### src/rtl/anchor_sched_pkg.sv
// Shared types and geometry constants for the anchor scheduler.
// Window: MARGIN columns left of the anchor plus READ_WIN-MARGIN columns from it.
package anchor_sched_pkg;

    typedef enum logic [2:0] {
        S_IDLE,
        S_ISSUE,
        S_WAIT,
        S_FLUSH,
        S_FWAIT,
        S_DONE
    } state_t;

    localparam int READ_WIN    = 20;
    localparam int WRITE_STRIP = 10;
    localparam int MARGIN      = 5;
    localparam int MAX_WIDTH   = 4096;

    // Bytes of the output strip that start at column x and stay inside the image.
    function automatic logic [4:0] strip_len(input logic [15:0] w, input logic [15:0] x);
        logic [15:0] rem;
        rem = w - x;
        return (rem > 16'(WRITE_STRIP)) ? 5'(WRITE_STRIP) : 5'(rem);
    endfunction

endpackage

### src/rtl/window_clip.sv
// Clips the read window around an anchor column to the image row.
module window_clip
    import anchor_sched_pkg::*;
(
    input  logic [15:0] anchor_x,
    input  logic [15:0] width,
    output logic [15:0] left,
    output logic [4:0]  length
);

    logic [16:0] reach;
    logic [16:0] last_col;
    logic [15:0] right;

    always_comb begin
        reach    = {1'b0, anchor_x} + 17'(READ_WIN - MARGIN - 1);
        last_col = {1'b0, width} - 17'd1;
        left     = (anchor_x >= 16'(MARGIN)) ? anchor_x - 16'(MARGIN) : 16'd0;
        right    = (reach > last_col) ? last_col[15:0] : reach[15:0];
        length   = 5'(right - left + 16'd1);
    end

endmodule

### src/rtl/anchor_scheduler.sv
// Walks strip anchors across an image, issuing a read window and the write of the previous strip.
// Optional ANCHOR_SCHED_CFG_ERR_EN adds a cfg_err output and rejects width > MAX_WIDTH.
module anchor_scheduler
    import anchor_sched_pkg::*;
(
    input  logic        clk,
    input  logic        rst,
    input  logic        en_filter,
    input  logic [15:0] width,
    input  logic [15:0] height,
    input  logic [31:0] in_start_address,
    input  logic [31:0] out_start_address,
    input  logic        io_final,
    input  logic        dp_ready,
    output logic [15:0] anchor_x,
    output logic [15:0] anchor_y,
    output logic        anchor_moving,
    output logic [31:0] read_start_address,
    output logic [4:0]  read_length,
    output logic [31:0] write_start_address,
    output logic [4:0]  write_length,
    output logic        busy,
`ifdef ANCHOR_SCHED_CFG_ERR_EN
    output logic        cfg_err,
`endif
    output logic        system_done
);

    state_t      state, state_next;
    logic [15:0] w_r, h_r, ax, ay, px;
    logic [31:0] in_base, out_base, row_base, prev_row_base;
    logic        first_anchor, io_seen, dp_seen;
    logic        cfg_bad, io_any, dp_any, row_wrap, last_anchor;
    logic [16:0] step_x;
    logic [15:0] clip_left;
    logic [4:0]  clip_len;

    window_clip u_clip (
        .anchor_x (ax),
        .width    (w_r),
        .left     (clip_left),
        .length   (clip_len)
    );

    always_comb begin
        cfg_bad = (width == 16'd0) || (height == 16'd0);
`ifdef ANCHOR_SCHED_CFG_ERR_EN
        cfg_bad = cfg_bad || (width > 16'(MAX_WIDTH));
`endif
        io_any      = io_seen | io_final;
        dp_any      = dp_seen | dp_ready;
        step_x      = {1'b0, ax} + 17'(WRITE_STRIP);
        row_wrap    = step_x >= {1'b0, w_r};
        last_anchor = row_wrap && (({1'b0, ay} + 17'd1) >= {1'b0, h_r});
    end

    always_comb begin
        state_next = state;
        case (state)
            S_IDLE:  if (en_filter) state_next = cfg_bad ? S_DONE : S_ISSUE;
            S_ISSUE: state_next = S_WAIT;
            S_WAIT:  if (io_any && dp_any) state_next = last_anchor ? S_FLUSH : S_ISSUE;
            S_FLUSH: state_next = S_FWAIT;
            S_FWAIT: if (io_final) state_next = S_DONE;
            S_DONE:  state_next = S_IDLE;
            default: state_next = S_IDLE;
        endcase
    end

    always_ff @(posedge clk) begin
        if (rst) state <= S_IDLE;
        else     state <= state_next;
    end

    always_ff @(posedge clk) begin
        if (rst) begin
            w_r <= '0; h_r <= '0; ax <= '0; ay <= '0; px <= '0;
            in_base <= '0; out_base <= '0; row_base <= '0; prev_row_base <= '0;
            first_anchor <= 1'b0; io_seen <= 1'b0; dp_seen <= 1'b0;
            anchor_x <= '0; anchor_y <= '0; anchor_moving <= 1'b0;
            read_start_address <= '0; read_length <= '0;
            write_start_address <= '0; write_length <= '0;
            busy <= 1'b0; system_done <= 1'b0;
`ifdef ANCHOR_SCHED_CFG_ERR_EN
            cfg_err <= 1'b0;
`endif
        end else begin
            anchor_moving <= 1'b0;
            system_done   <= 1'b0;
            busy          <= (state_next != S_IDLE);
            case (state)
                S_IDLE: if (en_filter) begin
                    w_r <= width; h_r <= height;
                    in_base <= in_start_address; out_base <= out_start_address;
                    ax <= '0; ay <= '0; px <= '0;
                    row_base <= '0; prev_row_base <= '0;
                    first_anchor <= 1'b1; io_seen <= 1'b0; dp_seen <= 1'b0;
`ifdef ANCHOR_SCHED_CFG_ERR_EN
                    cfg_err <= cfg_bad;
`endif
                end
                S_ISSUE: begin
                    anchor_moving       <= 1'b1;
                    anchor_x            <= ax;
                    anchor_y            <= ay;
                    read_start_address  <= in_base + row_base + {16'd0, clip_left};
                    read_length         <= clip_len;
                    // The write trails the read by one anchor: it covers the strip issued last time.
                    write_start_address <= out_base + prev_row_base + {16'd0, px};
                    write_length        <= first_anchor ? 5'd0 : strip_len(w_r, px);
                    px            <= ax;
                    prev_row_base <= row_base;
                    first_anchor  <= 1'b0;
                end
                S_WAIT: begin
                    if (io_any && dp_any) begin
                        io_seen <= 1'b0;
                        dp_seen <= 1'b0;
                        if (!last_anchor) begin
                            if (row_wrap) begin
                                ax       <= '0;
                                ay       <= ay + 16'd1;
                                row_base <= row_base + {16'd0, w_r};
                            end else begin
                                ax <= step_x[15:0];
                            end
                        end
                    end else begin
                        io_seen <= io_any;
                        dp_seen <= dp_any;
                    end
                end
                S_FLUSH: begin
                    read_length         <= '0;
                    write_start_address <= out_base + prev_row_base + {16'd0, px};
                    write_length        <= strip_len(w_r, px);
                end
                S_FWAIT: if (io_final) begin
                    read_length  <= '0;
                    write_length <= '0;
                end
                S_DONE:  system_done <= 1'b1;
                default: ;
            endcase
        end
    end

endmodule

### config.mk
export PLATFORM = sky130hd
export DESIGN_NAME = anchor_scheduler
export DESIGN_NICKNAME = d
export VERILOG_FILES = /design/src/rtl/anchor_sched_pkg.sv /design/src/rtl/window_clip.sv /design/src/rtl/anchor_scheduler.sv
export SDC_FILE = /design/constraint.sdc
export NUM_CORES = 1
export LEC_CHECK = 0
export BUFFER_PORTS_ARGS = -buffer_cell sky130_fd_sc_hd__buf_2
export CORE_ASPECT_RATIO = 0.75
export CORE_MARGIN = 8
export CORE_UTILIZATION = 40
export DETAILED_ROUTE_END_ITERATION = 6
export GPL_ROUTABILITY_DRIVEN = 0
export PLACE_DENSITY = 0.66
export RECOVER_POWER = 25
export SLEW_MARGIN = 20
export SYNTH_ARGS = -nofsm -noshare
export SYNTH_HDL_FRONTEND = slang
export SYNTH_SLANG_ARGS = --single-unit
### constraint.sdc
create_clock -name clk -period 4.58 [get_ports clk]
set_input_delay 0 -clock clk [delete_from_list [all_inputs] [get_ports clk]]
set_output_delay 0 -clock clk [all_outputs]
set_load 0.005 [all_outputs]
Yosys cells after proc, flatten, opt, wreduce, memory -nomap -nowiden
Cells that the tools add are included.

operators by class
  add/subtract/negate cells = 14
  magnitude comparators = 5
  equal/unequal tests = 10
  muxes and demuxes = 38
  bitwise logic cells = 2
  reductions and logical operators = 17

operator list
  cell                   number
  $mux 16                8
  $mux 32                4
  $pmux 32 s2            2
  $add 32x16->32         3
  $pmux 16 s2            3
  $add 32x32->32         2
  $add 16x4->17 const B  2
  $ge 17x16->1           2
  $logic_not 16->1       2
  $pmux 5 s3             2
  $mux 5                 4
  $add 16x1->17 const B  1
  $gt 17x17->1           1
  $sub 16x1->17 const B  1
  $add 16x1->16 const B  1
  $ge 16x3->1 const B    1
  $gt 16x4->1 const B    1
  $sub 16x16->16         1
  $sub 16x3->16 const B  1
  $pmux 3 s5             1
  $mux 3                 4
  $ne 2x2->1 const B     5
  $reduce_and 2->1       4
  $eq 3x2->1 const B     2
  16 further kinds       28

storage, ports and cells
  register bits = 323
  bits of input ports = 101
  output and inout bits = 109
  word-level logic and storage cells = 108

Longest topological paths before layout
  word-level depth = 7
  mapped depth = 24
  mapped depth without buffers = 24

Cells and area by module
Synthesis repeated with hierarchy kept, for this count alone.

second synthesis, totals
  cell total of the unflattened synthesis = 2,398
  area, all modules = 19,449.9 µm²

by module, submodules not included
  module            times used  cells each  area each (µm²)  sequential area each (µm²)
  anchor_scheduler  1           2,184       17,905.9         6,406.1
  window_clip       1           214         1,544.0          0.0

Worst setup path after synthesis
No wires, ideal clock.

  path kind = register to register
  from = register w_r[4]
  to = register read_length[4]
  setup time = 0.125 ns
  data arrival time = 4.594 ns
  data required time = 4.455 ns
  slack = -0.139 ns
  cell stages (with the launch flop) = 22
  buffers on the path = 0
  period minus slack after synthesis = 4.719 ns
  cell sequence = dfxtp_1 > inv_1 > nand4_1 > nor4_1 > nand2_1 > nor4_1 > nand3_1 > xnor2_1 > ha_1 > nand4_1 > or2_2 > o41ai_2 > mux2_2 > ha_1 > inv_1 > ha_1 > a21o_1 > a21oi_1 > xor2_1 > xnor2_1 > xnor2_1 > o21ai_1

on the way
  word-level cells in the longest chain between the ends = 6

RTL lines
  item                    RTL line                 text
  start, declared         anchor_scheduler.sv:30   logic [15:0] w_r, h_r, ax, ay, px;
  start signal, assigned  anchor_scheduler.sv:93   w_r <= width; h_r <= height;
  $sub 16x1->17 (*)       window_clip.sv:17        last_col = {1'b0, width} - 17'd1;
  $gt 17x17->1            window_clip.sv:19        right = (reach > last_col) ? last_col[15:0] : reach[15:0];
  $mux 5 (*)              window_clip.sv:19
  $sub 5x5->5 (*)         window_clip.sv:20        length = 5'(right - left + 16'd1);
  $add 5x1->5 (*)         window_clip.sv:20
  $pmux 5 s3 (*)          anchor_scheduler.sv:91   case (state)
  end signal, assigned    anchor_scheduler.sv:107  read_length <= clip_len;
  end, declared           anchor_scheduler.sv:19   output logic [4:0] read_length,

Mark *: on every way between the ends. The rest lies on a longest branch, timed or not.
A chain may end at the register's enable or synchronous reset.

Worst setup path after layout
  from = register w_r[2]
  to = register read_length[4]

Same word-level chain as after synthesis.

==> results.md <==
* Total of max-cap violations at 0
* Die Wd at 270 um
* Synth-to-layout area growth at 25.3%
* Total core area at 0.0475 mm^2
* Status: finished, final reports clean
* Bufs on Longest Clock Path at 3
* Largest net degree at the start of global routing at 100
* Final min period at 4430 ps
* Share of layout cells above drive strength 1 at 12.4%
* Final period util at 96.7%
* Clock buffers created by TritonCTS at 37
* WL per Instance at 19.5 um
* Yosys Warn Count at 0
* Clock skew at roughly 19 ps
* Highest Clock Rate at 226 MHz
* H-tree levels at 2
* Routed vias at 18800
* Worst VDD drop at 0.000219 V
* Global-route wire length before repair at 102000 um
* Critical-path maximum fanout at 2
* Distinct cell type count of the synthesized netlist at 85
* Mapped Cells at between 2000 and 2500
* Leak at roughly 11 nW
* Slew Viols, Final at 0
* Critical path capture point type: register
* DR iter-0 viols at 2016
* WP data required at 5010 ps
* Final Total Pwr at 7.92 mW
* CP startpoint kind: register
* Initial antenna violation count at 3
* Mean post-synth cell area at 8.24 um^2
* R2R setup slack at about 150 ps
* DR vias/cell at 5.55
* Number of synthesized flops with an enable pin at 0
* Busiest grt layer: met1
* Crit path DAT at 4860 ps
* Clock slew at reported path FFs at approximately 70 ps
* First-pass DRT Iterations at 6
* FP Rows at 69
* Post-Route WL at between 60000 and 70000 um
* Netlist Area Pre-Place at 0.0193 mm^2
* Async set-reset flop share out of synthesis at 0%
* Initial Utilization at 40.7%
* Relative slew margins at 27.5%
* Grt total ovfl at 0
* Top Ports at 210
* Root Driver: clkbuf_16
* Setup violators final at 0
* All-Layer GR Usage at a little under a quarter
* WS Path Type: register to register
* Worst Hold Class: input port to register
* Met3 Usage GRT at 5.66%
* #FFs+latches synth at 321
* Met2 Use GR at about a third
* DRC viols at 0
* Die Ht at between 200 and 250 um
* Final hold violation count at 0
* CTS tree: yes
* Vias in the first global route at 18100
* Port Buffers at 208
* Pwr Density at 327 mW/mm^2
* Seq/Total Area, Yosys at 33.3%
* Post-DP HPWL at 48500 um
* Util after Layout at 51.0%
* Prevailing post-synth register cell: dfxtp_1
* Post-route ant nets at 0
* Net Count, Synth at between 2000 and 3000
* Slew of the pin with the lowest slew margin at 1090 ps
* Worst-Skew Late Latency at 540 ps
* Layout Nets at 3026
* Met1 Track Usage GR at 33.2%
* Clock Sinks at 321
* RSZ-0062 raised after global routing: true
* Die ar. at 0.0556 mm^2
[registers in the layout, summed over array words and instances, names as in the netlist, 3 cells and up]
register and count:
in_base 32, h_r 16, write_length 5, row_base 32, anchor_x 15, state 3, ay 16, anchor_y 16
prev_row_base 32, ax 15, write_start_address 32, px 16, w_r 16, out_base 32, read_start_address 32, read_length 5
[layout by cell type (no fill, tap or decap), types with 6 or more instances in the layout]
| master | count |
|---|---|
| nand2_1 | 436 |
| dfxtp_1 | 317 |
| a21oi_1 | 273 |
| ha_1 | 177 |
| dlygate4sd3_1 | 130 |
| nor2_1 | 128 |
| clkbuf_1 | 109 |
| buf_2 | 102 |
| buf_4 | 101 |
| inv_1 | 90 |
| xnor2_1 | 79 |
| xor2_1 | 69 |
| o21ai_0 | 69 |
| a21o_1 | 60 |
| a22o_1 | 49 |
| nand3_1 | 48 |
| clkbuf_16 | 39 |
| fa_1 | 36 |
| nor3_1 | 30 |
| nand4_1 | 25 |
| or3_1 | 22 |
| nand2b_1 | 21 |
| nor4_1 | 21 |
| and3_1 | 20 |
| o21a_1 | 18 |
| a211oi_1 | 17 |
| a31oi_1 | 15 |
| o211ai_1 | 15 |
| o21bai_1 | 13 |
| a311oi_1 | 13 |
| mux2i_1 | 10 |
| clkbuf_8 | 9 |
| o21ai_1 | 8 |
| o31ai_1 | 8 |
| inv_2 | 6 |
| and4_1 | 6 |
| nor2b_1 | 6 |
[cell type report]
class / instances / area (um^2)
repair buffers: 442 / 3030
inverters: 96 / 360
fillers: 4458 / 23300
clock inverters: 16 / 203
flip-flops and latches: 321 / 6430
multi-input cells: 1810 / 12300
clock buffers: 52 / 1110
well taps: 639 / 800
diodes: 5 / 12.5
[kinds of logic (layout without fill, tap and decap cells)]
kind of cell | Yosys count | count (layout) | share of synthesized area [%]
simple gates | 808 | 808 | 18.6
xor+xnor | 148 | 148 | 6.71
compound gates | 624 | 624 | 20.8
mux | 12 | 12 | 0.628
buf+inv | 214 | 606 | 4.41
other cells | 1 | 6 | 0.0194
fa+ha+maj | 217 | 217 | 15.5
flops | 321 | 321 | 33.3
[worst max-delay path, cell delays in order (launching register included)]
cell and delay, ps:
dfxtp_1 310, inv_2 60, nand4_1 140, nor4_2 210
nand2_1 150, nor4_4 270, buf_4 170, nand3_1 80
ha_1 330, nand4_1 160, or2_4 320, o41ai_4 280
buf_4 190, mux2i_2 220, ha_1 280, ha_1 290
a21o_1 170, a21oi_2 130, xor2_1 190, xnor2_1 160
xnor2_1 140, o21ai_1 80
[metrics by stage]
step | setup TNS [ps] | cells | worst slack, ps | hold slack [ps] | instance area [um^2]
4_1_cts | 0 | 3363 | 17.4 | 227 | 24000
5_1_grt | -259 | 3378 | -136 | 251 | 24200
2_1_floorplan | 0 | 2345 | 49.8 | 136 | 19300
6_report | 0 | 3381 | 152 | 249 | 24200
3_5_place_dp | -145 | 3164 | -132 | 245 | 21400
3_3_place_gp | 0 | 3164 | 57.8 | 244 | 21400
[report_power, final]
| part | switching, mW | total [mW] | internal [mW] | leakage, nW |
|---|---|---|---|---|
| Sequential | 0.120 | 3.04 | 2.92 | 2.61 |
| Clock | 1.28 | 3.21 | 1.94 | 0.644 |
| Combinational | 1.02 | 1.66 | 0.644 | 7.41 |
[synth_stat cells (9+ instances only)]
cell type / count / area [um^2]
mux2i_1: 11 / 110
nor2_1: 131 / 492
o211ai_1: 15 / 113
nand3_1: 49 / 245
xor2_1: 69 / 604
o21bai_1: 13 / 97.6
fa_1: 37 / 741
o21a_1: 18 / 135
buf_2: 9 / 45.0
nor3_1: 34 / 170
nand2b_1: 23 / 144
a22o_1: 49 / 429
a31oi_1: 15 / 93.8
dfxtp_1: 321 / 6430
or3_1: 23 / 144
nand2_1: 436 / 1640
o31ai_1: 9 / 67.6
o21ai_1: 10 / 50.1
o21ai_0: 69 / 345
a21oi_1: 276 / 1380
a21o_1: 60 / 450
clkbuf_1: 81 / 304
a211oi_1: 18 / 135
inv_1: 94 / 353
nor4_1: 23 / 144
a311oi_1: 14 / 123
buf_1: 21 / 78.8
nand4_1: 25 / 156
and3_1: 20 / 125
xnor2_1: 79 / 692
ha_1: 180 / 2250
[path summary, 6_finish.rpt]
| check | startpoint | endpoint | cells after the start |
|---|---|---|---|
| min | out_start_address[19] | out_base[19]$_SDFFE_PP0P_ | 4 |
| max reg2reg | w_r[2]$_SDFFE_PP0P_ | read_length[4]$_SDFFE_PP0P_ | 21 |
| min reg2reg | write_start_address[26]$_SDFFE_PP0P_ | write_start_address[26]$_SDFFE_PP0P_ | 2 |
| max | w_r[2]$_SDFFE_PP0P_ | read_length[4]$_SDFFE_PP0P_ | 21 |
[metal layers]
metal	wire length (um)	part of all wire, %	up-vias
met4	1550	2.3	2
li1	-	-	8958
met2	26600	40	775
met5	7	0.011	-
met3	6490	9.8	102
met1	31300	47	8940
[repair_timing]
action,CTS,global route
pin swaps,4,35
endpoints found under the hold margin,127,0
hold buffers,130,0
setup buffers,1,13
resized for setup,3,37
endpoints found under the setup margin,3,24
Note: power is estimated with default switching activity, not from simulation.
